$ cat config.mk
export PLATFORM = sky130hd
export DESIGN_NAME = led128_dec_controller_flat
export DESIGN_NICKNAME = d
export VERILOG_FILES = /design/src/rtl/led128_dec_if.sv /design/src/rtl/led128_dec_controller.sv /design/src/flat_wrapper.sv
export SDC_FILE = /design/constraint.sdc
export NUM_CORES = 1
export LEC_CHECK = 0
export ABC_AREA = 1
export BUFFER_PORTS_ARGS = -buffer_cell sky130_fd_sc_hd__buf_2
export CAP_MARGIN = 20
export CORE_MARGIN = 2
export CORE_UTILIZATION = 25
export CTS_BUF_LIST = sky130_fd_sc_hd__clkbuf_16
export CTS_CLUSTER_DIAMETER = 100
export DETAILED_ROUTE_END_ITERATION = 8
export MAX_ROUTING_LAYER = met4
export PLACE_DENSITY = 0.45
export REMOVE_ABC_BUFFERS = 1
export SLEW_MARGIN = 15
export SYNTH_ARGS = -nofsm -noshare
export SYNTH_HDL_FRONTEND = slang
export SYNTH_SLANG_ARGS = --single-unit
$ cat constraint.sdc
create_clock -name clk -period 3.2 [get_ports clk]
set_clock_uncertainty 0.05 [all_clocks]
set_input_delay 0.16 -clock clk [delete_from_list [all_inputs] [get_ports clk]]
set_output_delay 0.16 -clock clk [all_outputs]
set_load 0.005 [all_outputs]
$ cat src/rtl/led128_dec_if.sv
// Control bundle between the LED-128 decryption controller and its datapath/host.
interface led128_dec_if;
    logic       start;
    logic       busy;
    logic       load_en;
    logic       round_en;
    logic       add_key;
    logic       sel_key;
    logic [5:0] rc;
    logic       done;

    modport master (
        input  start,
        output busy, load_en, round_en, add_key, sel_key, rc, done
    );

    modport slave (
        output start,
        input  busy, load_en, round_en, add_key, sel_key, rc, done
    );
endinterface

$ cat src/rtl/led128_dec_controller.sv
// LED-128 decryption control FSM: 48 inverse rounds, 13 key additions, and a
// round-constant LFSR stepped backwards from 0x04 down to 0x01.
module led128_dec_controller #(
    parameter int SBOX_STAGES = 3
) (
    input  logic          clk,
    input  logic          rst,
    led128_dec_if.master  ctl
);
    localparam logic [1:0] IDLE  = 2'd0;
    localparam logic [1:0] LOAD  = 2'd1;
    localparam logic [1:0] ROUND = 2'd2;
    localparam logic [1:0] DONE  = 2'd3;

    localparam logic [2:0] LAST_STAGE = 3'(SBOX_STAGES - 1);
    localparam logic [5:0] RC_FIRST   = 6'h04;
    localparam logic [5:0] RC_LAST    = 6'h01;

    logic [1:0] state;
    logic [2:0] stage;
    logic [1:0] step;
    logic       key_par;
    logic [5:0] rc_q;

    logic round_cap;
    logic key_round;

    // A round captures only once the masked S-box pipeline has drained.
    assign round_cap = (state == ROUND) && (stage == LAST_STAGE);
    assign key_round = round_cap && (step == 2'd0);

    always_ff @(posedge clk) begin
        if (rst) begin
            state   <= IDLE;
            stage   <= 3'd0;
            step    <= 2'd3;
            key_par <= 1'b0;
            rc_q    <= RC_FIRST;
        end else begin
            case (state)
                IDLE, DONE: begin
                    if (ctl.start) begin
                        state <= LOAD;
                        rc_q  <= RC_FIRST;
                    end else begin
                        state <= IDLE;
                    end
                end
                LOAD: begin
                    state   <= ROUND;
                    stage   <= 3'd0;
                    step    <= 2'd3;
                    // Parity is cleared here and toggled by LOAD's own K1 addition.
                    key_par <= 1'b1;
                end
                ROUND: begin
                    if (stage == LAST_STAGE) begin
                        stage <= 3'd0;
                        step  <= step - 2'd1;
                        if (key_round)
                            key_par <= ~key_par;
                        if (rc_q == RC_LAST)
                            state <= DONE;
                        else
                            rc_q <= {rc_q[0] ~^ rc_q[5], rc_q[5:1]};
                    end else begin
                        stage <= stage + 3'd1;
                    end
                end
                default: state <= IDLE;
            endcase
        end
    end

    assign ctl.busy     = (state == LOAD) || (state == ROUND);
    assign ctl.load_en  = (state == LOAD);
    assign ctl.round_en = round_cap;
    assign ctl.add_key  = (state == LOAD) || key_round;
    assign ctl.sel_key  = key_round && key_par;
    assign ctl.rc       = rc_q;
    assign ctl.done     = (state == DONE);

endmodule

$ cat src/flat_wrapper.sv
// flat-port wrapper written by rule: the top's interface ports become plain ports
module led128_dec_controller_flat 
#(
    parameter int SBOX_STAGES = 3
)
  (clk, rst, ctl_start, ctl_busy, ctl_load_en, ctl_round_en, ctl_add_key, ctl_sel_key, ctl_rc, ctl_done);
  led128_dec_if ctl_i ();
  input  logic clk;
  input  logic rst;
  input wire logic [$bits(ctl_i.start)-1:0] ctl_start;
  output wire logic [$bits(ctl_i.busy)-1:0] ctl_busy;
  output wire logic [$bits(ctl_i.load_en)-1:0] ctl_load_en;
  output wire logic [$bits(ctl_i.round_en)-1:0] ctl_round_en;
  output wire logic [$bits(ctl_i.add_key)-1:0] ctl_add_key;
  output wire logic [$bits(ctl_i.sel_key)-1:0] ctl_sel_key;
  output wire logic [$bits(ctl_i.rc)-1:0] ctl_rc;
  output wire logic [$bits(ctl_i.done)-1:0] ctl_done;
  assign ctl_i.start = ctl_start;
  assign ctl_busy = ctl_i.busy;
  assign ctl_load_en = ctl_i.load_en;
  assign ctl_round_en = ctl_i.round_en;
  assign ctl_add_key = ctl_i.add_key;
  assign ctl_sel_key = ctl_i.sel_key;
  assign ctl_rc = ctl_i.rc;
  assign ctl_done = ctl_i.done;
  led128_dec_controller #(.SBOX_STAGES(SBOX_STAGES)) u_core (.clk(clk), .rst(rst), .ctl(ctl_i));
endmodule
==> results by group, run 1 <==
GRT
  • First-pass GRT wire length: 2.70 mm
  • Number of global-route vias before repair: 627
  • Initial antenna violation count: 0
  • Total GRT Usage: 0.110
  • Total grt overflow: 0
  • Largest net degree at the start of global routing: 12

Place
  • Post-Place Setup Slack: 1.62 ns
  • GP Congestion: 0.839
  • IO buf count: 14
  • Detailed placement HPWL: 1.15 mm

Synth
  • Syn_area_per_cell: 7.82 um^2
  • Top FF cell, synth: dfxtp_1
  • Proportion of synthesized flip-flops having asynchronous set or reset: 0
  • Area share of the largest cell type after synthesis: 0.386
  • Sequential fraction of the synthesis area: 0.386
  • Syn Inst Count: 93
  • Mapped Area: 727 um^2
  • Top cells by area, synth: dfxtp_1, nand2_1, a21oi_1, ha_1, inv_1
  • Post-synthesis register bit count: 14
  • Cell taking the most area after synthesis: dfxtp_1
  • Synth unique cells: 22
  • Post-synth EDFFs: 0
  • Synth warn: 0

Clock tree
  • CTS Buffer Depth: 2
  • CTS H-tree depth: 1
  • CTS Sinks: 14
  • # resized after CTS: 0
  • Root Driver: clkbuf_16
  • Postcts setup bufs: 0
  • CTS hold repair buffers: 0
  • Num CTS Buffers: 3
  • TritonCTS clock tree: built
  • Worst skew pair latency: 0.24 ns
  • Clock slew at reported path FFs: 0.04 ns

Power
  • Clock power frac: 0.323
  • Leakage: 0.417 nW
  • Switch Pwr: 0.000258 W
  • Flop pwr share: 0.312
  • Worst vdd ir: 0.398 mV
  • Sw Share: 0.362
  • Combinational power share: 0.364
  • Final Power: 0.000714 W
  • P_int: 0.000456 W
  • Pwr dens: 787 nW/um^2

Die
  • Die Ht: 57.9 um
  • Site Rows: 19
  • Core Region: 2760 um^2
  • Initial Util: 0.264
  • I/O Pins: 15
  • Die Footprint: 3360 um^2
  • Die width: 57.9 um

Worst setup path
  • Largest stage delay, worst path: 0.37 ns
  • Crit path arrival time: 1.55 ns
  • CP delay by family, top: simple AND/OR/NAND/NOR gates
  • Critical Path RT: 2.99 ns
  • Critical path class: reg -> out
  • Cells along the critical path: ha_1, inv_2, nor2_4, nand2_2, nor2_1, buf_2
  • Critical path launch point type: flop
  • Slowest CP cell: dfxtp_1
  • CP bufs+invs: 2
  • Worst Setup End Kind: output port
  • Critical path fanouts, max: 8

Final layout
  • P&R area growth vs syn: 24.8%
  • FF+latch area: 280 um^2
  • Share of cells above drive strength 1: 0.239
  • Multi-input gate area: 394 um^2
  • Finished Core Util: 0.329
  • Commonest non-fill, non-tap cells in the layout: nand2_1, buf_2, dfxtp_1
  • Ant diodes: 0
  • Commonest non-fill, non-tap cell in the layout: nand2_1
  • Fillers: 291
  • Layout Nets: 118

Routing
  • DRT iter0 DRCs: 15
  • Post-route ant nets: 0
  • Drt pass-1 iters: 4
  • Drt total wl: 1.48 mm
  • DRC Markers: 0
  • Via count: 654
  • Wire per inst: 10.6 um
  • Vias per cell: 4.67

Hold path
  • Hold crit path type: in -> reg

STA
  • Final worst setup slack: 1.44 ns
  • Min Tclk post-route: 1.76 ns
  • Period utilization: 0.550
  • Slew Limit Headroom: 0.826
  • Setup Viol. Count Final: 0
  • Fmax: 568 MHz
  • Endpoints failing hold: 0
  • Worst slew pin tran: 0.258 ns
  • RSZ-0062 raised after global routing: no
  • Fin. max-slew vios: 0
  • Final setup TNS: 0 ns

Status
  • Status: completed

Run
  • Max-cap violations: 0
per-layer routing:
layer  share of wire  GRT usage  up-vias  wire length, um
li1                -          -      349                -
met1            0.49      0.129      285              721
met2            0.44      0.156       15              647
met3           0.050     0.0379        5               74
met4           0.026     0.0764        0               38
met5               0          -        -                0
synth_stat cells (2+ instances only):
master	count
nand4_1	5
dfxtp_1	14
inv_1	12
nand2_1	18
o21ai_0	2
xor2_1	3
nand2_2	2
nand3_1	5
a21oi_1	11
nor3_1	2
nor2_1	5
ha_1	4
cell type report:
type | count | share of cell area
Inverter | 13 | 0.0538
Timing Repair Buffer | 14 | 0.0772
Multi-Input combinational cell | 65 | 0.434
Tap cell | 31 | 0.0428
Clock buffer | 3 | 0.0828
Sequential cell | 14 | 0.309
worst paths after layout:
check | from | endpoint | slack (ns) | cells after the start
worst max-delay path | u_core.state[1]$_SDFFE_PP0P_ | ctl_sel_key | 1.44 | 6
worst min-delay path | rst | u_core.ctl.rc[0]$_SDFFE_PP0P_ | 0.18 | 2
worst max register to register | u_core.state[0]$_SDFFE_PP0P_ | u_core.ctl.rc[2]$_SDFFE_PP1P_ | 1.63 | 6
worst min register to register | u_core.step[1]$_SDFFE_PP1P_ | u_core.step[1]$_SDFFE_PP1P_ | 0.44 | 2
per-stage QoR:
stage          instances  area [um^2]  hold slack (ns)
2_1_floorplan         92          723            0.172
3_3_place_gp         137          832            0.434
3_5_place_dp         137          832            0.438
4_1_cts              140          907            0.181
5_1_grt              140          907            0.198
6_report             140          907            0.184
power groups by stage:
stage / clock [W] / combinational [W] / sequential, W
detailed placement: 0 / 0.000262 / 0.000227
CTS: 0.000236 / 0.000265 / 0.000222
global route: 0.000248 / 0.000297 / 0.000227
floorplan: 0 / 0.000195 / 0.000222
finish: 0.000231 / 0.000260 / 0.000223
global placement: 0 / 0.000265 / 0.000226
cell families (layout without fill, tap and decap cells):
logic type,Yosys count,after routing,synth area share
XOR/XNOR,3,3,0.0362
AND/OR/NAND/NOR,41,41,0.289
flip-flops,14,14,0.386
AO/OA/AOI/OAI,17,17,0.148
adder cells (fa/ha/maj),4,4,0.0688
buffers and inverters,14,30,0.0723
sequential cells by signal, summed over array words and instances, names as in the netlist:
name / count
u_core.ctl.rc: 6
u_core.stage: 3
u_core.state: 2
u_core.step: 2
u_core.key_par: 1
Note: power is estimated with default switching activity, not from simulation.
==> run 2: changes to the inputs <==
Settings changed: ABC_AREA 1 to 0.
Clock period 3.2 ns to 1.8 ns, I/O delays scaled along.
==> run 2 against run 1 <==
Compared with the run above:
- global-route usage down 0.70 points
- critical endpoint is now u_core.state[1]$_SDFFE_PP0P_
- design area grew 3.9%
- power increased by 62%
- combinational power rose by 42%
- area after synthesis rose by 0.86%
- clock-buffer cell count stayed put
- utilization increased by 0.98 points
- die area rose by 0.80%
- first-iteration DRC count decreased by 53%
- sequential cell count stayed put
==> results by group, run 2 <==
Status
  • Status: completed

Synth
  • Post-synthesis register bit count: 14 (unchanged)
  • Area share of the largest cell type after synthesis: 0.382 (-0.00329)
  • Top FF cell, synth: dfxtp_1
  • Top-count cell post-synth: dfxtp_1
  • Cell taking the most area after synthesis: dfxtp_1
  • Synth top cells by count: dfxtp_1, inv_1, a21oi_1, o21ai_0
  • Proportion of synthesized flip-flops having asynchronous set or reset: 0 (unchanged)
  • Syn Inst Count: 82 (-12%)
  • Post-synth EDFFs: 0 (unchanged)
  • Synth warn: 0 (unchanged)
  • Sequential fraction of the synthesis area: 0.382 (-0.00329)
  • Top cells by area, synth: dfxtp_1, ha_1, inv_1, o41ai_4, a21oi_1
  • Synth unique cells: 36 (+64%)
  • Syn_area_per_cell: 8.94 um^2 (+14%)
  • Mapped Area: 733 um^2 (+0.86%)

Final layout
  • Max reg flops: 6 (unchanged)
  • Layout Nets: 110 (-6.8%)
  • Share of cells above drive strength 1: 0.284 (+0.0458)
  • Ant diodes: 0 (unchanged)
  • Layout Cells excl Fill: 133 (-5.0%)
  • P&R area growth vs syn: 28.5%
  • FF+latch area: 280 um^2 (unchanged)
  • Commonest non-fill, non-tap cells in the layout: buf_2, dfxtp_1, inv_1
  • Fillers: 311 (+6.9%)
  • Multi-input gate area: 395 um^2 (+0.32%)

Clock tree
  • Root Driver: clkbuf_16
  • Worst skew pair latency: 0.24 ns (about the same)
  • Num CTS Buffers: 3 (unchanged)
  • Clock slew at reported path FFs: 0.05 ns (about the same)
  • Postcts setup bufs: 0 (unchanged)
  • CTS Buffer Depth: 2 (unchanged)
  • TritonCTS clock tree: built
  • CTS H-tree depth: 1 (unchanged)
  • CTS hold repair buffers: 0 (unchanged)
  • # resized after CTS: 0 (unchanged)
  • CTS Sinks: 14 (unchanged)

Worst setup path
  • Worst Setup End Kind: flop
  • Critical Path RT: 1.91 ns (-1.08 ns)
  • Crit path arrival time: 1.78 ns (+0.23 ns)
  • Critical path launch point type: flop
  • Critical path fanouts, max: 4 (-4)
  • Critical path class: reg -> reg

Power
  • Switch Pwr: 0.000342 W (+32%)
  • Combinational power share: 0.319 (-0.045)
  • Worst vdd ir: 0.544 mV (+36%)
  • Sw Share: 0.297 (-0.0650)
  • P_int: 0.000811 W (+78%)
  • Clock power frac: 0.363 (+0.040)
  • Leakage: 0.418 nW (+0.39%)
  • Flop pwr share: 0.318 (+0.006)
  • Pwr dens: 1220 nW/um^2 (+55%)

STA
  • Setup Viol. Count Final: 0 (unchanged)
  • Endpoints failing hold: 0 (unchanged)
  • Fmax: 597 MHz
  • Worst slew pin tran: 0.419 ns (+0.160 ns)
  • Min Tclk post-route: 1.67 ns
  • Final setup TNS: 0 ns (unchanged)
  • Slew Limit Headroom: 0.714 (-0.112)
  • Period utilization: 0.930
  • RSZ-0062 raised after global routing: no
  • Fin. max-slew vios: 0 (unchanged)

Die
  • Die width: 58.2 um (+0.40%)
  • Initial Util: 0.264 (about the same)
  • Die Footprint: 3380 um^2 (+0.80%)
  • Core Region: 2780 um^2 (+0.86%)
  • I/O Pins: 15 (unchanged)
  • Site Rows: 19 (unchanged)
  • Die Ht: 58.2 um (+0.40%)

Routing
  • Post-route ant nets: 0 (unchanged)
  • Via count: 659 (+0.76%)
  • DRT iter0 DRCs: 7 (-8)
  • Wire per inst: 11.4 um (+8.2%)
  • DRC Markers: 0 (unchanged)
  • Drt pass-1 iters: 4 (unchanged)
  • Vias per cell: 4.95 (+6.1%)
  • Drt total wl: 1.52 mm (+2.8%)

GRT
  • Total grt overflow: 0 (unchanged)
  • First-pass GRT wire length: 2.55 mm (-5.6%)
  • Initial antenna violation count: 0 (unchanged)
  • Number of global-route vias before repair: 631 (+0.64%)
  • Largest net degree at the start of global routing: 16 (+4)
  • Total GRT Usage: 0.103 (-0.00699)

Hold path
  • Hold crit path type: in -> reg

Run
  • Max-cap violations: 0 (unchanged)

Place
  • Inst Count DP: 129 (-5.8%)
  • Detailed placement HPWL: 1.18 mm (+2.5%)
  • IO buf count: 14 (unchanged)
  • GP Congestion: 0.727 (-13%)
[run 2: metrics by stage]
stage	hold WS [ns]	power, W	util	setup slack [ns]	cell area [um^2]
6_report	0.145	0.00115	0.339	0.126	942
5_1_grt	0.192	0.00123	0.339	0.0109	942
4_1_cts	0.154	0.00117	0.339	0.0953	942
3_5_place_dp	0.404	0.000746	0.310	0.112	863
3_3_place_gp	0.395	0.000743	0.310	0.111	863
2_1_floorplan	0.109	0.000585	-	0.0304	709
[run 2: cell families after synthesis]
logic type | after synthesis | share of synthesized area
mux | 1 | 0.0137
simple gates | 27 | 0.225
fa+ha+maj | 4 | 0.0683
xor+xnor | 1 | 0.0119
flops | 14 | 0.382
buf+inv | 13 | 0.0785
compound gates | 22 | 0.220
[run 2: worst paths after layout]
check        cells after the start                            end                     startpoint  slack (ns)
max reg2reg                      4   u_core.state[1]$_SDFFE_PP0P_  u_core.ctl.rc[4]$_SDFFE_PP0P_        0.13
max                              4   u_core.state[1]$_SDFFE_PP0P_  u_core.ctl.rc[4]$_SDFFE_PP0P_        0.13
min reg2reg                      2  u_core.ctl.rc[4]$_SDFFE_PP0P_  u_core.ctl.rc[4]$_SDFFE_PP0P_        0.46
min                              2   u_core.stage[0]$_SDFFE_PP0P_                            rst        0.14
[run 2: routing by layer]
layer / track usage / part of all wire / vias up / wire length, um
met5: - / 0 / - / 0
met4: 0.0598 / 0.0085 / 0 / 13
met3: 0.0268 / 0.026 / 2 / 39
met2: 0.167 / 0.48 / 6 / 732
met1: 0.113 / 0.48 / 315 / 736
li1: - / - / 336 / -
[run 2: power groups by stage]
stage	Sequential (W)	Clock (W)	Combinational, W
after floorplan	0.000374	0	0.000212
after global placement	0.000371	0	0.000371
after detailed placement	0.000372	0	0.000374
after CTS	0.000366	0.000430	0.000375
after global routing	0.000370	0.000442	0.000414
final	0.000366	0.000419	0.000368
[run 2: worst max-delay path: stages (launching register included)]
cell and delay [ns]:
dfxtp_1 0.33, or4b_4 0.56, o41ai_4 0.38, nor2_1 0.07, a211oi_1 0.20
[run 2: final cells by class]
| cell class | count | area share |
|---|---|---|
| repair buffers | 20 | 0.122 |
| well taps | 31 | 0.0412 |
| flip-flops and latches | 14 | 0.297 |
| multi-input cells | 55 | 0.420 |
| inverters | 9 | 0.0359 |
| clock inverters | 1 | 0.00398 |
| clock buffers | 3 | 0.0797 |
==> run 3: changes to the inputs <==
Settings changed: CORE_ASPECT_RATIO from default to 0.7, SKIP_CTS_REPAIR_TIMING from default to 1.
==> run 3 against run 2 <==
Compared with the run above:
- global-route usage is 0.97 points higher
- power increased by 0.62%
- utilization about the same
- highest routed layer unchanged
==> results by group, run 3 (synthesis gave the netlist of run 2 again) <==
Place
  • IO buf count: 14 (unchanged)
  • Detailed placement HPWL: 1.23 mm (+4.4%)
  • DP Area: 870 um^2 (+0.72%)
  • Post-Place Setup Slack: 0.135 ns (+0.0229 ns)
  • GP Congestion: 0.776 (+6.8%)

Final layout
  • Multi-input gate area: 395 um^2 (unchanged)
  • P&R area growth vs syn: 29.4%
  • Fillers: 310 (-0.32%)
  • Commonest non-fill, non-tap cells in the layout: buf_2, dfxtp_1, inv_1
  • Finished Core Util: 0.338 (about the same)
  • Ant diodes: 0 (unchanged)
  • Layout Nets: 110 (unchanged)
  • Design Area, Final: 948 um^2 (+0.66%)
  • FF+latch area: 280 um^2 (unchanged)
  • Share of cells above drive strength 1: 0.284 (unchanged)
  • Max reg flops: 6 (unchanged)

GRT
  • Largest net degree at the start of global routing: 16 (unchanged)
  • Initial antenna violation count: 0 (unchanged)
  • Total GRT Usage: 0.113 (+0.00965)
  • Total grt overflow: 0 (unchanged)
  • First-pass GRT wire length: 2.73 mm (+7.3%)
  • Number of global-route vias before repair: 611 (-3.2%)

Power
  • Leakage: 0.418 nW (unchanged)
  • Worst vdd ir: 0.403 mV (-26%)
  • Pwr dens: 1220 nW/um^2 (about the same)

Worst setup path
  • Critical path fanouts, max: 8 (+4)
  • Critical path class: reg -> reg
  • Largest stage delay, worst path: 0.36 ns (-0.20 ns)
  • Crit path arrival time: 1.74 ns (-0.04 ns)
  • Worst Setup End Kind: flop
  • Slowest CP cell: and4bb_2
  • Critical Path RT: 1.88 ns (-0.03 ns)
  • Cells along the critical path: inv_1, ha_1, and4bb_2, o21ai_2, or2_1, a31o_2
  • Critical path launch point type: flop

STA
  • Period utilization: 0.923 (-0.00732)
  • Fmax: 602 MHz (+0.79%)
  • Final setup TNS: 0 ns (unchanged)
  • Final worst setup slack: 0.139 ns (+0.0132 ns)
  • RSZ-0062 raised after global routing: no
  • Fin. max-slew vios: 0 (unchanged)
  • Worst slew pin tran: 0.363 ns (-0.0555 ns)
  • Setup Viol. Count Final: 0 (unchanged)
  • Endpoints failing hold: 0 (unchanged)
  • Slew Limit Headroom: 0.752 (+0.0380)
  • Min Tclk post-route: 1.66 ns (-0.0132 ns)

Run
  • Max-cap violations: 0 (unchanged)

Clock tree
  • Worst skew pair latency: 0.24 ns (about the same)
  • CTS Buffer Depth: 2 (unchanged)
  • CTS Sinks: 14 (unchanged)
  • TritonCTS clock tree: built
  • Clock slew at reported path FFs: 0.05 ns (about the same)
  • Num CTS Buffers: 3 (unchanged)
  • CTS H-tree depth: 1 (unchanged)
  • Root Driver: clkbuf_16

Status
  • Status: completed

Hold path
  • Hold crit path type: in -> reg

Die
  • Die Ht: 49.3 um (-15%)
  • Site Rows: 16 (-3)
  • Die width: 68.7 um (+18%)
  • Core Region: 2800 um^2 (+0.76%)
  • Initial Util: 0.262 (-0.00200)
  • I/O Pins: 15 (unchanged)
  • Die Footprint: 3390 um^2 (+0.21%)

Routing
  • Post-route ant nets: 0 (unchanged)
  • Wire per inst: 11.8 um (+3.0%)
  • Drt total wl: 1.63 mm (+6.8%)
  • Vias per cell: 4.72 (-4.6%)
  • DRC Markers: 0 (unchanged)
  • DRT iter0 DRCs: 34 (+27)
  • Via count: 652 (-1.1%)
  • Drt pass-1 iters: 4 (unchanged)
[run 3: cell counts in the layout (fill, tap and decap cells not counted)]
Identical to the previous run, type by type.
[run 3: final timing paths]
| kind | start | endpoint | slack, ns | depth (start not counted) |
|---|---|---|---|---|
| worst min register to register | u_core.ctl.rc[4]$_SDFFE_PP0P_ | u_core.ctl.rc[4]$_SDFFE_PP0P_ | 0.45 | 2 |
| worst max-delay path | u_core.state[0]$_SDFFE_PP0P_ | u_core.ctl.rc[0]$_SDFFE_PP0P_ | 0.14 | 6 |
| worst max register to register | u_core.state[0]$_SDFFE_PP0P_ | u_core.ctl.rc[0]$_SDFFE_PP0P_ | 0.14 | 6 |
| worst min-delay path | rst | u_core.stage[0]$_SDFFE_PP0P_ | 0.15 | 2 |
[run 3: where the power goes]
part           switching, W  internal [W]
logic              0.000203      0.000174
clock network      0.000126      0.000294
registers         0.0000209      0.000344
total              0.000349      0.000811
[run 3: layout make-up]
class                      instances  area share
timing repair buffer              20       0.121
tap                               36      0.0475
multi-input combinational         55       0.417
clock inverter                     1     0.00396
clock buffer                       3      0.0792
inverter                           9      0.0356
sequential                        14       0.296
[run 3: worst max-delay path: cells and delay by family (launching register included)]
family / cells / cell delay (ns)
and+or+nand+nor: 2 / 0.65
buffers and inverters: 1 / 0.05
AOI/OAI and AO/OA: 2 / 0.34
adders and majority gates: 1 / 0.16
DFF: 1 / 0.30
[run 3: stage by stage]
step                hold WS, ns  total power [W]  instances
CTS                       0.161          0.00118        138
floorplan                 0.109         0.000585         78
finish                    0.150          0.00116        138
detailed placement        0.415         0.000747        134
global route              0.176          0.00123        138
global placement          0.405         0.000749        134
[run 3: routing by layer]
metal / vias up / GRT usage / share of wire
met5: - / - / 0
met1: 301 / 0.151 / 0.53
met3: 2 / 0.0485 / 0.051
li1: 338 / - / -
met2: 11 / 0.154 / 0.41
met4: 0 / 0.0294 / 0.0043
